### config.mk
export PLATFORM = sky130hd
export DESIGN_NAME = div_unit_flat
export DESIGN_NICKNAME = d
export VERILOG_FILES = /design/src/rtl/div_unit_pkg.sv /design/src/rtl/div_if.sv /design/src/rtl/div_step.sv /design/src/rtl/div_unit.sv /design/src/flat_wrapper.sv
export SDC_FILE = /design/constraint.sdc
export NUM_CORES = 1
export LEC_CHECK = 0
export BUFFER_PORTS_ARGS = -buffer_cell sky130_fd_sc_hd__buf_2
export CORE_MARGIN = 2
export CORE_UTILIZATION = 35
export CTS_CLUSTER_SIZE = 14
export DETAILED_ROUTE_END_ITERATION = 8
export SETUP_SLACK_MARGIN = 0.5
export SYNTH_ARGS = -nofsm -noshare
export SYNTH_HDL_FRONTEND = slang
export SYNTH_SLANG_ARGS = --single-unit
### constraint.sdc
create_clock -name clk -period 10.2 [get_ports clk]
set_input_delay 0.51 -clock clk [delete_from_list [all_inputs] [get_ports clk]]
set_output_delay 0.51 -clock clk [all_outputs]
set_load 0.02 [all_outputs]
### src/rtl/div_unit_pkg.sv
// div_unit_pkg: shared types and helpers for the iterative divider.
package div_unit_pkg;
  typedef enum logic [1:0] {DIV = 2'd0, DIVU = 2'd1, REM = 2'd2, REMU = 2'd3} div_func_t;
  typedef enum logic [1:0] {IDLE, CALC, DONE} div_state_t;
  function automatic logic fn_signed(div_func_t f);
    return ~f[0];
  endfunction
  function automatic logic fn_rem(div_func_t f);
    return f[1];
  endfunction
endpackage

### src/rtl/div_if.sv
// div_if: execute-stage request/response handshake to the divide unit.
interface div_if #(parameter int WIDTH = 32);
  import div_unit_pkg::*;
  logic             req_valid;
  logic             req_ready;
  div_func_t        req_fn;
  logic [WIDTH-1:0] req_in1;
  logic [WIDTH-1:0] req_in2;
  logic             resp_valid;
  logic             resp_ready;
  logic [WIDTH-1:0] resp_out;
  modport master (
    output req_valid, req_fn, req_in1, req_in2, resp_ready,
    input  req_ready, resp_valid, resp_out
  );
  modport slave (
    input  req_valid, req_fn, req_in1, req_in2, resp_ready,
    output req_ready, resp_valid, resp_out
  );
endinterface

### src/rtl/div_step.sv
// div_step: one restoring division iteration on unsigned magnitudes.
module div_step #(parameter int WIDTH = 32) (
  input  logic [WIDTH-1:0] rem_in,
  input  logic [WIDTH-1:0] quo_in,
  input  logic [WIDTH-1:0] divisor,
  output logic [WIDTH-1:0] rem_out,
  output logic [WIDTH-1:0] quo_out
);
  logic [WIDTH:0]   trial;
  logic [WIDTH-1:0] diff;
  logic             ok;
  // The shifted remainder needs one extra bit; any kept difference fits back in WIDTH.
  assign trial   = {rem_in, quo_in[WIDTH-1]};
  assign ok      = trial >= {1'b0, divisor};
  assign diff    = trial[WIDTH-1:0] - divisor;
  assign rem_out = ok ? diff : trial[WIDTH-1:0];
  assign quo_out = {quo_in[WIDTH-2:0], ok};
endmodule

### src/rtl/div_unit.sv
// div_unit: iterative radix-2 restoring divider for DIV/DIVU/REM/REMU.
module div_unit
  import div_unit_pkg::*;
#(parameter int WIDTH = 32) (
  input logic  clk,
  input logic  rst,
  input logic  flush,
  div_if.slave bus
);
  localparam int CW = $clog2(WIDTH + 1);
  div_state_t       state, state_n;
  logic [WIDTH-1:0] rem, quo, dvs, res, rem_n, quo_n, mag1, mag2;
  logic [CW-1:0]    cnt;
  logic             qneg, rneg, is_rem, accept, div0, ovf, sgn, last;
  assign sgn    = fn_signed(bus.req_fn);
  assign accept = bus.req_valid && bus.req_ready && !flush;
  assign div0   = bus.req_in2 == '0;
  assign ovf    = sgn && bus.req_in1 == {1'b1, {(WIDTH-1){1'b0}}} && &bus.req_in2;
  assign mag1   = sgn && bus.req_in1[WIDTH-1] ? -bus.req_in1 : bus.req_in1;
  assign mag2   = sgn && bus.req_in2[WIDTH-1] ? -bus.req_in2 : bus.req_in2;
  assign last   = cnt == CW'(1);
  assign bus.resp_out = res;
  div_step #(.WIDTH(WIDTH)) u_step (
    .rem_in (rem),
    .quo_in (quo),
    .divisor(dvs),
    .rem_out(rem_n),
    .quo_out(quo_n)
  );
  always_ff @(posedge clk) begin
    if (rst) state <= IDLE;
    else     state <= state_n;
  end
  always_comb begin
    state_n = flush             ? IDLE :
              state == IDLE     ? (accept ? (div0 || ovf ? DONE : CALC) : IDLE) :
              state == CALC     ? (last ? DONE : CALC) :
              bus.resp_ready    ? IDLE : DONE;
  end
  always_comb begin
    bus.req_ready  = state == IDLE;
    bus.resp_valid = state == DONE;
  end
  // Special cases resolve at accept; normal ops sign-fix on the final iteration.
  always_ff @(posedge clk) begin
    if (rst) begin
      rem    <= '0;
      quo    <= '0;
      dvs    <= '0;
      res    <= '0;
      cnt    <= '0;
      qneg   <= 1'b0;
      rneg   <= 1'b0;
      is_rem <= 1'b0;
    end else if (accept) begin
      rem    <= '0;
      quo    <= mag1;
      dvs    <= mag2;
      cnt    <= CW'(WIDTH);
      qneg   <= sgn && (bus.req_in1[WIDTH-1] ^ bus.req_in2[WIDTH-1]);
      rneg   <= sgn && bus.req_in1[WIDTH-1];
      is_rem <= fn_rem(bus.req_fn);
      if (div0)     res <= fn_rem(bus.req_fn) ? bus.req_in1 : '1;
      else if (ovf) res <= fn_rem(bus.req_fn) ? '0 : bus.req_in1;
    end else if (state == CALC && !flush) begin
      rem <= rem_n;
      quo <= quo_n;
      cnt <= cnt - CW'(1);
      if (last) res <= is_rem ? (rneg ? -rem_n : rem_n) : (qneg ? -quo_n : quo_n);
    end
  end
endmodule

### src/flat_wrapper.sv
// flat-port wrapper written by rule: the top's interface ports become plain ports
module div_unit_flat import div_unit_pkg::*;
#(parameter int WIDTH = 32)
  (clk, rst, flush, bus_req_valid, bus_req_fn, bus_req_in1, bus_req_in2, bus_resp_ready, bus_req_ready, bus_resp_valid, bus_resp_out);
  div_if #(.WIDTH(WIDTH)) bus_i ();
  input logic clk;
  input logic rst;
  input logic flush;
  input wire logic [$bits(bus_i.req_valid)-1:0] bus_req_valid;
  input wire logic [$bits(bus_i.req_fn)-1:0] bus_req_fn;
  input wire logic [$bits(bus_i.req_in1)-1:0] bus_req_in1;
  input wire logic [$bits(bus_i.req_in2)-1:0] bus_req_in2;
  input wire logic [$bits(bus_i.resp_ready)-1:0] bus_resp_ready;
  output wire logic [$bits(bus_i.req_ready)-1:0] bus_req_ready;
  output wire logic [$bits(bus_i.resp_valid)-1:0] bus_resp_valid;
  output wire logic [$bits(bus_i.resp_out)-1:0] bus_resp_out;
  assign bus_i.req_valid = bus_req_valid;
  assign bus_i.req_fn = bus_req_fn;
  assign bus_i.req_in1 = bus_req_in1;
  assign bus_i.req_in2 = bus_req_in2;
  assign bus_i.resp_ready = bus_resp_ready;
  assign bus_req_ready = bus_i.req_ready;
  assign bus_resp_valid = bus_i.resp_valid;
  assign bus_resp_out = bus_i.resp_out;
  div_unit #(.WIDTH(WIDTH)) u_core (.clk(clk), .rst(rst), .flush(flush), .bus(bus_i));
endmodule
# == Word-level counts from Yosys, hierarchy flattened ==
# Cells that the tools add are included.
# word_totals
out_inout_bits,34
in_bits,71
elab_cells,65
reg_bits,139
# op_classes
eq_ne,5
n_addsub,6
reduce_logical,18
magnitude_cmp,1
mux,23
bitwise_logic,2
# ops
op,count
$mux W32,15
$neg A32 Y32,4
$ge A33 B32 Y1,1
$eq A32 B32 Y1 const B,1
$logic_not A32 Y1,1
$reduce_and A32 Y1,1
$sub A32 B32 Y32,1
$mux W2,6
$mux W6,2
$logic_and A1 B1 Y1,8
$eq A6 B1 Y1 const B,1
$sub A6 B1 Y6 const B,1
$reduce_bool A2 Y1,2
$reduce_or A2 Y1,2
$ne A3 B3 Y1 const B,1
$reduce_and A3 Y1,1
$eq A2 B1 Y1 const B,1
$eq A2 B2 Y1 const B,1
$logic_not A2 Y1,1
$logic_not A1 Y1,1
$logic_or A1 B1 Y1,1
$not A1 Y1,1
$xor A1 B1 Y1,1

# == Depth between registers and ports, before layout ==
# Gate-level depths: netlist of run 1.
# logic_depth
ltp_word,8
depth_mapped,26
ltp_nobuf,21

# == Modules after synthesis ==
# From an unflattened synthesis of run 1, not the netlist that was laid out.
# hier_totals
hier_cells,1473
hier_area_um2,11277.1
# modules_own_cells
module,area_each_um2,n_inst,cells_each
div_unit,8812.2,1,1134
div_step,2464.9,1,339

# == Least setup slack after synthesis of run 1 ==
# Ideal clock, no wire load.
# synth_path
path_type,register -> register
start,register u_core.dvs[20]
end,register u_core.res[28] (netlist: u_core.bus.resp_out[28])
slack_ns,5.103
t_arrival_ns,4.980
period_less_slack_ns,5.097
stages_incl_launch_ff,25
n_path_buf,5
t_required_ns,10.083
path_cell_list,dfxtp_1 > inv_1 > ha_1 > buf_2 > nand2_1 > nor3_1 > nand3_1 > a21o_1 > nand3_1 > buf_2 > buf_6 > buf_2 > clkbuf_1 > a21oi_1 > inv_1 > ha_1 > inv_1 > nor4_1 > nor4b_1 > a41o_1 > or4b_4 > nor4_1 > a21oi_1 > xnor2_1 > a32o_1
# synth_via
elab_chain_len,8
# synth_rtl
item,line_no,text
"start, declared",div_unit.sv:12,"logic [WIDTH-1:0] rem, quo, dvs, res, rem_n, quo_n, mag1, mag2;"
"start signal, assigned",div_unit.sv:58,dvs <= mag2;
$sub A32 B32 Y32 / $ge A33 B32 Y1 (equally long branches),"div_step.sv:15, div_step.sv:14",
$mux W32,div_step.sv:16,assign rem_out = ok ? diff : trial[WIDTH-1:0];
$neg A32 Y32,div_unit.sv:69,if (last) res <= is_rem ? (rneg ? -rem_n : rem_n) : (qneg ? -quo_n : quo_n);
$mux W32,div_unit.sv:69,
$mux W32 * (2 in series),div_unit.sv:69,
$mux W32 *,div_unit.sv:65,end else if (state == CALC && !flush) begin
$mux W32 *,div_unit.sv:55,end else if (accept) begin
"end signal, assigned",div_unit.sv:63,if (div0) res <= fn_rem(bus.req_fn) ? bus.req_in1 : '1;
"end signal, assigned",div_unit.sv:64,else if (ovf) res <= fn_rem(bus.req_fn) ? '0 : bus.req_in1;
"end signal, assigned",div_unit.sv:69,
"end, declared",div_unit.sv:12,
# Every way passes the cells marked *; elsewhere a longest branch is shown, timed or not. The select of a mux whose other input is x is not followed.
# A chain may end at the register's enable or synchronous reset.

# == Worst setup path in the final report of run 1 ==
# layout_path
start,register u_core.rem[17]
end,register u_core.res[20] (netlist: u_core.bus.resp_out[20])
# layout_via
elab_chain_len,8
# layout_rtl
item,line_no,text
"start, declared",div_unit.sv:12,
"start signal, assigned",div_unit.sv:66,rem <= rem_n;
$sub A32 B32 Y32 / $ge A33 B32 Y1 (equally long branches),"div_step.sv:15, div_step.sv:14",
$mux W32,div_step.sv:16,
$neg A32 Y32,div_unit.sv:69,
$mux W32,div_unit.sv:69,
$mux W32 * (2 in series),div_unit.sv:69,
$mux W32 *,div_unit.sv:65,
$mux W32 *,div_unit.sv:55,
# Marks and branches as above.

==> metrics.txt, run 1 <==
Synth Flop Type dfxtp_1; synthesized area ~12000 um2; multi-input logic area between 8000 and 9000 um2; worst r2r path cells 17; Root Buffer clkbuf_16; R2R Path Start u_core.rem[17]$_SDFFE_PP0P_; period utilisation layout 0.523; clk sinks about 140; vias in the first global route approximately 11000; RSZ-0062 raised after global routing false; post-route cell area roughly 13000 um2; register area ~2800 um2; Final Skew around 0.012 ns; CTS tree built; I/O pin total 105; Mapped Nets around 1800; Die Wd 189 um; max-cap viol count 0; crit path DAT roughly 5.6 ns; CP Cell Sequence ha_1 > nand3_1 > nor3_1 > nand3_1 > a21o_1 > nand3_2 > mux2i_1 > ha_1 > inv_1 > nor4_1 > nor4b_1 > a41o_1 > or4b_4 > nand2_1 > xor2_1 > a222oi_1 > a211oi_1; Post-Synthesis Cells ~1700; total CTS buffers 17; H-tree depth 4; Clk Latency, worst-skew pair ~0.44 ns; Netlist cell types 91; Layout Area Growth over Synthesis 10.7%; fin nets between 1500 and 2000; layout cells sized above 1 0.113; Routability Congestion 0.956; grt total ovfl 0; Setup crit end kind flip-flop; GRT Total Usage 0.235; Hold EP u_core.dvs[0]$_SDFFE_PP0P_; Die Y 189 um; Clk pin slew, worst setup/hold paths roughly 0.07 ns; post-cts resize count 0; Critical path buffers and inverters 1; static leakage 4.90 nW; Setup TNS 0 ns; Setup crit start kind flip-flop; worst hold slack roughly 0.34 ns; Initial Util 0.356; DR vias approximately 13000; CP max-delay cell nor4b_1; Crit path largest cell delay around 0.58 ns; first-pass GRT wire length between 60000 and 70000 um; Post-DP HPWL around 32000 um; final worst setup slack 4.86 ns; FFs w/ async S/R, synth 0; worst hold path type primary input to flip-flop; Tot Pwr between 1.5 and 2 mW; antenna-violating nets left 0; data required time of the worst path about 10 ns; CP Max Fanout 12; reg2reg end u_core.bus.resp_out[20]$_SDFFE_PP0P_; clock period minus worst slack approximately 5.3 ns; vias per cell ~5.8; status finished clean; final hold vios 0; fill count 3476; Post-synth EDFFs 0; Post-Route WL roughly 42000 um; DRC violations left 0; synthesized area per cell ~7.2 um2; wire length per cell slightly below 20 um; die area between 30000 and 40000 um2; Min-Delay Startpoint bus_req_in2[0]; ANT cells 0; 1st-pass router iterations 8; largest net degree at the start of global routing 93; Hold Path Stages 3; worst-margin pin slew 1.17 ns; Max Slew Vio Count 0; R2R Setup Slk 4.86 ns; synthesized flop and latch total ~140; Synth Warn # 0; Fmax 0.187 GHz; num rows 67; number of setup buffers added after CTS 0; pwr/cell area roughly 140 nW/um2; register area share after synthesis 0.233; I/O Buffers between 100 and 150; setup slack after placement 5.07 ns; Placed Instance Area 12600 um2; total core area roughly 34000 um2; setup violators final 0; cts hold-fix bufs 0; VDD IR-drop max roughly 110 uV; maximum clock path buffer count 2; critical path class flip-flop to flip-flop; initial antenna violation count 0; 1st-iter DRT viols ~1200; Worst slew margin 0.213; crit-path leading delay family simple AND/OR/NAND/NOR gates
## cells in the mapped netlist (5+ instances only)
library cell / n / area share
buf_4: 13 / 0.0082
nand2_1: 220 / 0.069
xnor2_1: 66 / 0.048
nor4_1: 18 / 0.0094
clkbuf_1: 64 / 0.020
ha_1: 39 / 0.041
nand4_1: 30 / 0.016
buf_2: 22 / 0.0092
nand3_1: 25 / 0.010
o21a_1: 9 / 0.0056
a211oi_1: 79 / 0.050
nor2_1: 248 / 0.078
o21ai_0: 72 / 0.030
and2_1: 9 / 0.0047
o21ai_1: 8 / 0.0033
o31ai_1: 26 / 0.016
buf_6: 5 / 0.0047
a21oi_1: 93 / 0.039
or3_1: 15 / 0.0078
nand2b_1: 7 / 0.0037
a22oi_1: 6 / 0.0038
a311oi_1: 41 / 0.030
inv_1: 55 / 0.017
or4_1: 10 / 0.0063
mux2i_1: 29 / 0.024
o211ai_1: 25 / 0.016
mux2_2: 5 / 0.0047
buf_1: 8 / 0.0025
and3_1: 9 / 0.0047
nor2b_1: 10 / 0.0052
a31oi_1: 9 / 0.0047
a21o_1: 13 / 0.0082
nor3_1: 50 / 0.021
dfxtp_1: 139 / 0.23
nand3b_1: 6 / 0.0038
xor2_1: 71 / 0.052
o41ai_1: 12 / 0.0088
## power breakdown
group          internal (mW)  total (mW)  leakage (nW)  switching [mW]
clock network          0.351       0.647         0.296           0.296
registers              0.565       0.590          1.13          0.0253
logic                  0.206       0.601          3.47           0.394
## flip-flops by register name, summed over array words and instances (netlist names)
register,count
u_core.cnt,6
u_core.rneg,1
u_core.qneg,1
u_core.is_rem,1
u_core.quo,32
u_core.rem,32
u_core.state,2
u_core.dvs,32
u_core.bus.resp_out,32
## metrics by stage
| stage | util | cells |
|---|---|---|
| finish | 0.394 | 2152 |
| global route | 0.394 | 2152 |
| detailed placement | 0.376 | 2120 |
| floorplan | - | 1666 |
| global placement | 0.376 | 2120 |
| CTS | 0.394 | 2152 |
## worst min-delay path: stages
cell	delay (ns)
buf_2	0.12
nand2_1	0.06
a21oi_1	0.05
## cell families after synthesis
group | count (synthesis) | share of synthesized area
and+or+nand+nor | 686 | 0.262
AOI/OAI and AO/OA | 460 | 0.270
buffers and inverters | 170 | 0.0632
DFF | 139 | 0.233
xor gates and xnor gates | 137 | 0.100
adders and majority gates | 40 | 0.0425
muxes | 34 | 0.0290
## cells in the final DEF, fill, tap and decap left out, types with 12 or more instances in the layout
cell | synthesis | routed
or3_1 | 15 | 15
mux2i_1 | 29 | 29
nor2_1 | 248 | 247
dfxtp_1 | 139 | 139
o31ai_1 | 26 | 26
inv_1 | 55 | 55
a311oi_1 | 41 | 41
ha_1 | 39 | 39
xor2_1 | 71 | 71
clkbuf_16 | 0 | 17
nor4_1 | 18 | 18
buf_2 | 22 | 103
nand4_1 | 30 | 30
o21ai_0 | 72 | 72
buf_4 | 13 | 16
nor3_1 | 50 | 50
nand2_1 | 220 | 220
a21o_1 | 13 | 13
xnor2_1 | 66 | 66
a211oi_1 | 79 | 79
o41ai_1 | 12 | 12
o211ai_1 | 25 | 25
a21oi_1 | 93 | 93
nand3_1 | 25 | 24
## per-layer routing
layer / track usage / vias to the layer above / wire (um)
li1: - / 6092 / -
met1: 0.341 / 5987 / 20000
met2: 0.366 / 463 / 19000
met3: 0.0318 / 44 / 2670
met4: 0.0586 / 0 / 685
met5: 0 / - / 0
## area by class of cell
cell class / instances / area share
Clock buffer: 17 / 0.0321
Clock inverter: 15 / 0.0128
Inverter: 57 / 0.0162
Multi-Input combinational cell: 1357 / 0.638
Sequential cell: 139 / 0.210
Tap cell: 448 / 0.0424
Timing Repair Buffer: 119 / 0.0480
## how the worst max path moves through the flow
stage,startpoint,to,slack [ns],cells past startpoint
after CTS,u_core.dvs[15]$_SDFFE_PP0P_,u_core.bus.resp_out[20]$_SDFFE_PP0P_,5.02,17
after floorplan,u_core.dvs[20]$_SDFFE_PP0P_,u_core.bus.resp_out[28]$_SDFFE_PP0P_,5.10,24
after global placement,u_core.rem[17]$_SDFFE_PP0P_,u_core.bus.resp_out[28]$_SDFFE_PP0P_,5.19,17
after detailed placement,u_core.dvs[15]$_SDFFE_PP0P_,u_core.bus.resp_out[28]$_SDFFE_PP0P_,5.07,17
final,u_core.rem[17]$_SDFFE_PP0P_,u_core.bus.resp_out[20]$_SDFFE_PP0P_,4.86,17
after global routing,u_core.rem[17]$_SDFFE_PP0P_,u_core.bus.resp_out[20]$_SDFFE_PP0P_,4.43,17
(Power assumes the default switching activity.)
==> run 2, diff against run 1 <==
==> constraint.sdc (replaced) <==
create_clock -name clk -period 4.55 [get_ports clk]
set_input_delay 0.2275 -clock clk [delete_from_list [all_inputs] [get_ports clk]]
set_output_delay 0.2275 -clock clk [all_outputs]
set_load 0.02 [all_outputs]
==> run 2 against run 1 <==
Net effect: core utilization is 4.9 points higher; sequential share of layout area fell by 2.2 points; die area did not move; largest cell class unchanged; sequential cell count unchanged; total power grew 140%; via count increased by 3.6%; non-clock buffer count up 106; design area rose by 12%; worst setup slack worse by 4.5 ns; combinational power grew to 2.8 times the previous value; largest power group is now combinational cells.
==> metrics.txt, run 2 (synthesis gave the netlist of run 1 again) <==
GRT Total Usage 0.244 (+0.00858); CP Max Fanout 6 (-6); period utilisation layout 0.913 (+0.390); Initial Util 0.356 (unchanged); total CTS buffers 17 (unchanged); 1st-pass router iterations 7 (-1); worst hold path type primary input to flip-flop; Clk Latency, worst-skew pair 0.45 ns (about the same); critical path endpoint u_core.bus.resp_out[28]$_SDFFE_PP0P_; Crit path largest cell delay 0.53 ns (-0.05 ns); DR vias 13036 (+3.6%); DRC violations left 0 (unchanged); total core area 33600 um2 (unchanged); RSZ-0062 raised after global routing true; Post-Route WL 44300 um (+4.8%); 1st-iter DRT viols 1192 (+1.3%); R2R Setup Slk 0.40 ns (-4.47 ns); commonest non-fill, non-tap cell in the layout nor2_1; pwr/cell area 298 nW/um2 (+110%); first-pass GRT wire length 68600 um (+3.9%); Seq pwr share 0.298 (-0.023); Setup TNS 0 ns (unchanged); I/O Buffers 104 (unchanged); reg2reg end u_core.bus.resp_out[28]$_SDFFE_PP0P_; Pint 2.72 mW (+140%); die area 35700 um2 (unchanged); Layout Area Growth over Synthesis 24.5%; max-cap viol count 0 (unchanged); sw frac 0.386 (-0.00340); Critical path origin u_core.dvs[31]$_SDFFE_PP0P_; vias in the first global route 11956 (+6.6%); H-tree depth 4 (unchanged); worst-margin pin slew 0.980 ns (-0.190 ns); crit path DAT 4.49 ns (-1.13 ns); Final Util 0.443 (+0.0490); largest net degree at the start of global routing 91 (-2.2%); Clk pin slew, worst setup/hold paths 0.07 ns (about the same); Max Slew Vio Count 0 (unchanged); critical path class flip-flop to flip-flop; layout cells sized above 1 0.231 (+0.118); Post-DP HPWL 33000 um (+1.5%); Worst slew margin 0.346 (+0.134); Setup crit start kind flip-flop; R2R Path Start u_core.dvs[31]$_SDFFE_PP0P_; Logic pwr share 0.380 (+0.053); status finished clean; final hold vios 0 (unchanged); setup violators final 0 (unchanged); Hold Path Stages 2 (-1); static leakage 5.55 nW (+13%); maximum clock path buffer count 2 (unchanged); num rows 67 (unchanged); Die Wd 189 um (unchanged); VDD IR-drop max 270 uV (+150%); Die Y 189 um (unchanged); Psw 1.71 mW (+140%); Final Skew 0.0140 ns (+0.00218 ns); Setup crit end kind flip-flop; worst r2r path cells 20 (+3); clock period minus worst slack 4.15 ns (-1.18 ns); vias per cell 5.77 (-1.3%); CP max-delay cell or4b_4; clk sinks 139 (unchanged); CTS tree built; most frequent cells in the layout nor2_1 (242), nand2_1 (213), dfxtp_1 (123); grt total ovfl 0 (unchanged); Root Buffer clkbuf_16; Routability Congestion 0.912 (-4.5%); Clock Power Share 0.322 (-0.030); data required time of the worst path 4.89 ns (-5.59 ns); fill count 3369 (-3.1%); Fmax 0.241 GHz (+29%); antenna-violating nets left 0 (unchanged); initial antenna violation count 0 (unchanged); CP Cell Sequence inv_2 > ha_4 > nand4b_4 > nor3_4 > buf_6 > and3_4 > a41oi_4 > nand3_4 > mux2i_4 > ha_4 > inv_4 > nor3_4 > nand2_1 > nor4_4 > a41o_1 > or4b_4 > nor4_2 > a21oi_1 > xnor2_1 > a32o_1; wire length per cell 19.6 um (-0.19%); fin nets 1908 (+5.9%); I/O pin total 105 (unchanged)
run 2: changes by cell type in the layout (fill, tap and decap cells not counted), moves of 7 or more:
| cell | before | now |
|---|---|---|
| a21oi_1 | 93 | 80 |
| a21oi_2 | 3 | 12 |
| buf_4 | 16 | 115 |
| dfxtp_1 | 139 | 123 |
| dfxtp_2 | 0 | 15 |
| ha_1 | 39 | 14 |
| ha_4 | 0 | 23 |
| inv_1 | 55 | 46 |
| inv_2 | 0 | 7 |
| nand2_1 | 220 | 213 |
| nand2_2 | 1 | 8 |
| nor3_1 | 50 | 43 |
run 2: worst min path at each step:
stage                                            to  slack, ns                            startpoint
2_1_floorplan            u_core.state[0]$_SDFF_PP0_       0.30                                 flush
3_3_place_gp   u_core.bus.resp_out[11]$_SDFFE_PP0P_       0.44  u_core.bus.resp_out[11]$_SDFFE_PP0P_
3_5_place_dp   u_core.bus.resp_out[11]$_SDFFE_PP0P_       0.45  u_core.bus.resp_out[11]$_SDFFE_PP0P_
4_1_cts                  u_core.state[0]$_SDFF_PP0_       0.03                                 flush
5_1_grt                  u_core.state[1]$_SDFF_PP0_       0.05                                 flush
6_report                 u_core.state[0]$_SDFF_PP0_       0.05                                 flush
run 2: per-stage QoR:
| stage | cell area (um2) | hold WS, ns | total power [mW] | instances | worst slack, ns |
|---|---|---|---|---|---|
| after CTS | 14400 | 0.0313 | 4.30 | 2239 | 0.460 |
| after detailed placement | 13400 | 0.449 | 2.78 | 2184 | 0.0513 |
| after global routing | 14900 | 0.0540 | 4.63 | 2258 | 0.231 |
| after global placement | 13400 | 0.443 | 2.77 | 2184 | 0.134 |
| final | 14900 | 0.0532 | 4.43 | 2259 | 0.396 |
| after floorplan | 12300 | 0.304 | 2.35 | 1666 | 0.122 |
run 2: worst max-delay path, delay by kind of cell, from the launching register on:
kind	cells	cell delay (ns)
DFF	1	0.33
AOI/OAI and AO/OA	4	0.58
and+or+nand+nor	9	2.00
buffers and inverters	3	0.25
adders and majority gates	2	0.45
xor gates and xnor gates	1	0.13
muxes	1	0.30
run 2: power groups by stage:
stage / clock network (mW) / registers, mW / logic [mW]
after floorplan: 0 / 1.33 / 1.02
after global placement: 0 / 1.34 / 1.43
after detailed placement: 0 / 1.34 / 1.43
after CTS: 1.44 / 1.32 / 1.54
after global routing: 1.49 / 1.33 / 1.81
final: 1.43 / 1.32 / 1.68
run 2: final cells by class:
cell class / instances / area (um2) / share of cell area
multi-input combinational: 1357 / 9240 / 0.621
sequential: 139 / 2810 / 0.188
timing repair buffer: 225 / 1480 / 0.0993
tap: 448 / 561 / 0.0377
clock buffer: 17 / 425 / 0.0286
inverter: 57 / 220 / 0.0148
clock inverter: 15 / 154 / 0.0103
antenna: 1 / 2.50 / 0.000168
run 2: timing repair:
| action | CTS | global route |
|---|---|---|
| endpoints found under the setup margin | 21 | 23 |
| setup buffers | 23 | 19 |
| pin swaps | 25 | 31 |
| hold buffers | 0 | 0 |
| endpoints found under the hold margin | 0 | 0 |
| resized for setup | 52 | 61 |
run 2: routing by layer:
metal,part of all wire,global-route usage,vias up
li1,-,-,6325
met3,0.061,0.0343,58
met1,0.47,0.346,6194
met5,0,0,-
met2,0.45,0.383,459
met4,0.022,0.0712,0
==> run 3, diff against run 2 <==
--- a/config.mk
+++ b/config.mk
@@ -10,6 +10,7 @@
 export CORE_UTILIZATION = 35
 export CTS_CLUSTER_SIZE = 14
 export DETAILED_ROUTE_END_ITERATION = 8
+export REMOVE_ABC_BUFFERS = 1
 export SETUP_SLACK_MARGIN = 0.5
 export SYNTH_ARGS = -nofsm -noshare
 export SYNTH_HDL_FRONTEND = slang
==> run 3 against run 2 <==
Net effect: combinational power down 7%; core utilization is 0.38 points lower; clock-buffer cell count increased by 2; die area did not move; sequential power about the same; sequential cell count unchanged; worst hold slack improved by 0.0088 ns; register-to-register slack about the same; wire length down 6.7%; sequential share of layout area up 0.18 points; critical path depth stayed put; worst setup slack worse by 0.014 ns.
==> metrics.txt, run 3 (synthesis gave the netlist of run 1 again) <==
wire length per cell 18.3 um (-6.8%); cts hold-fix bufs 0 (unchanged); CP Max Fanout 4 (-2); Clk Latency, worst-skew pair 0.45 ns (about the same); Min-Delay Startpoint flush; DR vias 12745 (-2.2%); status finished clean; H-tree depth 4 (unchanged); fill count 3447 (+2.3%); vias in the first global route 12183 (+1.9%); Die Wd 189 um (unchanged); grt total ovfl 0 (unchanged); critical path class flip-flop to flip-flop; GRT Total Usage 0.230 (-0.0135); ANT cells 0 (-1); Max Slew Vio Count 0 (unchanged); I/O Buffers 104 (unchanged); commonest non-fill, non-tap cell in the layout nor2_1; fin nets 1911 (+0.16%); largest net degree at the start of global routing 91 (unchanged); maximum clock path buffer count 2 (unchanged); R2R Path Start u_core.dvs[30]$_SDFFE_PP0P_; CTS tree built; Post-Route WL 41300 um (-6.7%); Hold Path Stages 2 (unchanged); 1st-iter DRT viols 1129 (-5.3%); crit path DAT 4.51 ns (+0.02 ns); worst hold path type primary input to flip-flop; Root Buffer clkbuf_16; max-cap viol count 0 (unchanged); first-pass GRT wire length 66100 um (-3.7%); most frequent cells in the layout nor2_1 (242), nand2_1 (218), dfxtp_1 (121); period utilisation layout 0.916 (+0.00311); setup violators final 0 (unchanged); setup slack after placement -0.0152 ns (-0.0666 ns); 1st-pass router iterations 5 (-2); worst r2r path cells 20 (unchanged); layout cells sized above 1 0.222 (-0.00909); final worst setup slack 0.382 ns (-0.0142 ns); Setup crit start kind flip-flop; clock period minus worst slack 4.17 ns (+0.0142 ns); Setup crit end kind flip-flop; initial antenna violation count 1 (+1); Fmax 0.240 GHz (-0.34%); pwr/cell area 295 nW/um2 (-1.1%); total core area 33600 um2 (unchanged); VDD IR-drop max 292 uV (+8.1%); static leakage 5.51 nW (-0.73%); R2R Setup Slk 0.38 ns (about the same); final hold vios 0 (unchanged); clk sinks 139 (unchanged); Die Y 189 um (unchanged); Final Util 0.439 (-0.00380); Worst slew margin 0.399 (+0.0528); Post-DP HPWL 30900 um (-6.4%); Layout Area Growth over Synthesis 23.4%; Clk pin slew, worst setup/hold paths 0.07 ns (about the same); Final Skew 0.0119 ns (-0.00211 ns); Hold EP u_core.state[1]$_SDFF_PP0_; Initial Util 0.356 (unchanged); die area 35700 um2 (unchanged); num rows 67 (unchanged); worst-margin pin slew 0.898 ns (-0.0825 ns); data required time of the worst path 4.89 ns (about the same); vias per cell 5.64 (-2.3%); antenna-violating nets left 0 (unchanged); I/O pin total 105 (unchanged); Routability Congestion 0.910 (-0.23%); DRC violations left 0 (unchanged); RSZ-0062 raised after global routing true; total CTS buffers 17 (unchanged); reg2reg end u_core.bus.resp_out[28]$_SDFFE_PP0P_
run 3: cell type report:
cell class	count	area [um2]	share of cell area
multi-input cells	1357	9070	0.615
flip-flops and latches	139	2810	0.190
repair buffers	228	1500	0.102
well taps	448	561	0.0380
clock buffers	19	453	0.0307
inverters	57	216	0.0147
clock inverters	12	148	0.0100
run 3: timing repair:
action / 4_1_cts / 5_1_grt
pin swaps: 32 / 18
endpoints found under the setup margin: 18 / 23
resized for setup: 92 / 37
setup buffers: 15 / 5
run 3: how the worst max path moves through the flow:
stage / slack (ns) / to / start / cells past startpoint
2_1_floorplan: -5.59 / u_core.bus.resp_out[21]$_SDFFE_PP0P_ / u_core.state[1]$_SDFF_PP0_ / 6
3_3_place_gp: 0.14 / u_core.bus.resp_out[28]$_SDFFE_PP0P_ / u_core.dvs[24]$_SDFFE_PP0P_ / 20
3_5_place_dp: -0.02 / u_core.bus.resp_out[28]$_SDFFE_PP0P_ / u_core.dvs[24]$_SDFFE_PP0P_ / 20
4_1_cts: 0.37 / u_core.bus.resp_out[28]$_SDFFE_PP0P_ / u_core.dvs[1]$_SDFFE_PP0P_ / 19
5_1_grt: 0.18 / u_core.bus.resp_out[28]$_SDFFE_PP0P_ / u_core.dvs[30]$_SDFFE_PP0P_ / 20
6_report: 0.38 / u_core.bus.resp_out[28]$_SDFFE_PP0P_ / u_core.dvs[30]$_SDFFE_PP0P_ / 20
run 3: power breakdown:
| part | switching (mW) | internal (mW) |
|---|---|---|
| Sequential | 0.0533 | 1.27 |
| Combinational | 0.933 | 0.626 |
| Clock | 0.582 | 0.884 |
run 3: layer usage:
metal / wire, um / global-route usage / vias to the layer above
met5: 0 / 0 / -
met4: 1220 / 0.0799 / 0
met3: 2300 / 0.0380 / 56
met2: 19000 / 0.375 / 366
met1: 18800 / 0.308 / 6008
li1: - / - / 6315
run 3: critical path, stage by stage (launching register included):
cell and delay (ns):
dfxtp_2 0.33, inv_2 0.04, ha_4 0.28, nand4b_4 0.14, nor3_4 0.25, buf_6 0.16
nand3_4 0.07, a21o_1 0.20, nand3_4 0.13, mux2i_2 0.26, ha_2 0.23, inv_2 0.05
nor4_2 0.12, nor4b_2 0.23, buf_4 0.16, a41o_1 0.21, or4b_4 0.53, nor4_2 0.15
a21oi_1 0.11, xnor2_1 0.15, a32o_1 0.26
run 3: stage by stage:
stage	hold slack (ns)	setup TNS [ns]	total power, mW	area (um2)	std cells
floorplan	0.297	-312.81	2.25	11400	1553
finish	0.0620	0	4.35	14800	2260
CTS	0.0419	0	4.30	14600	2255
global placement	0.440	0	2.72	13300	2209
detailed placement	0.444	-0.0152	2.73	13300	2209
global route	0.0602	0	4.58	14800	2260
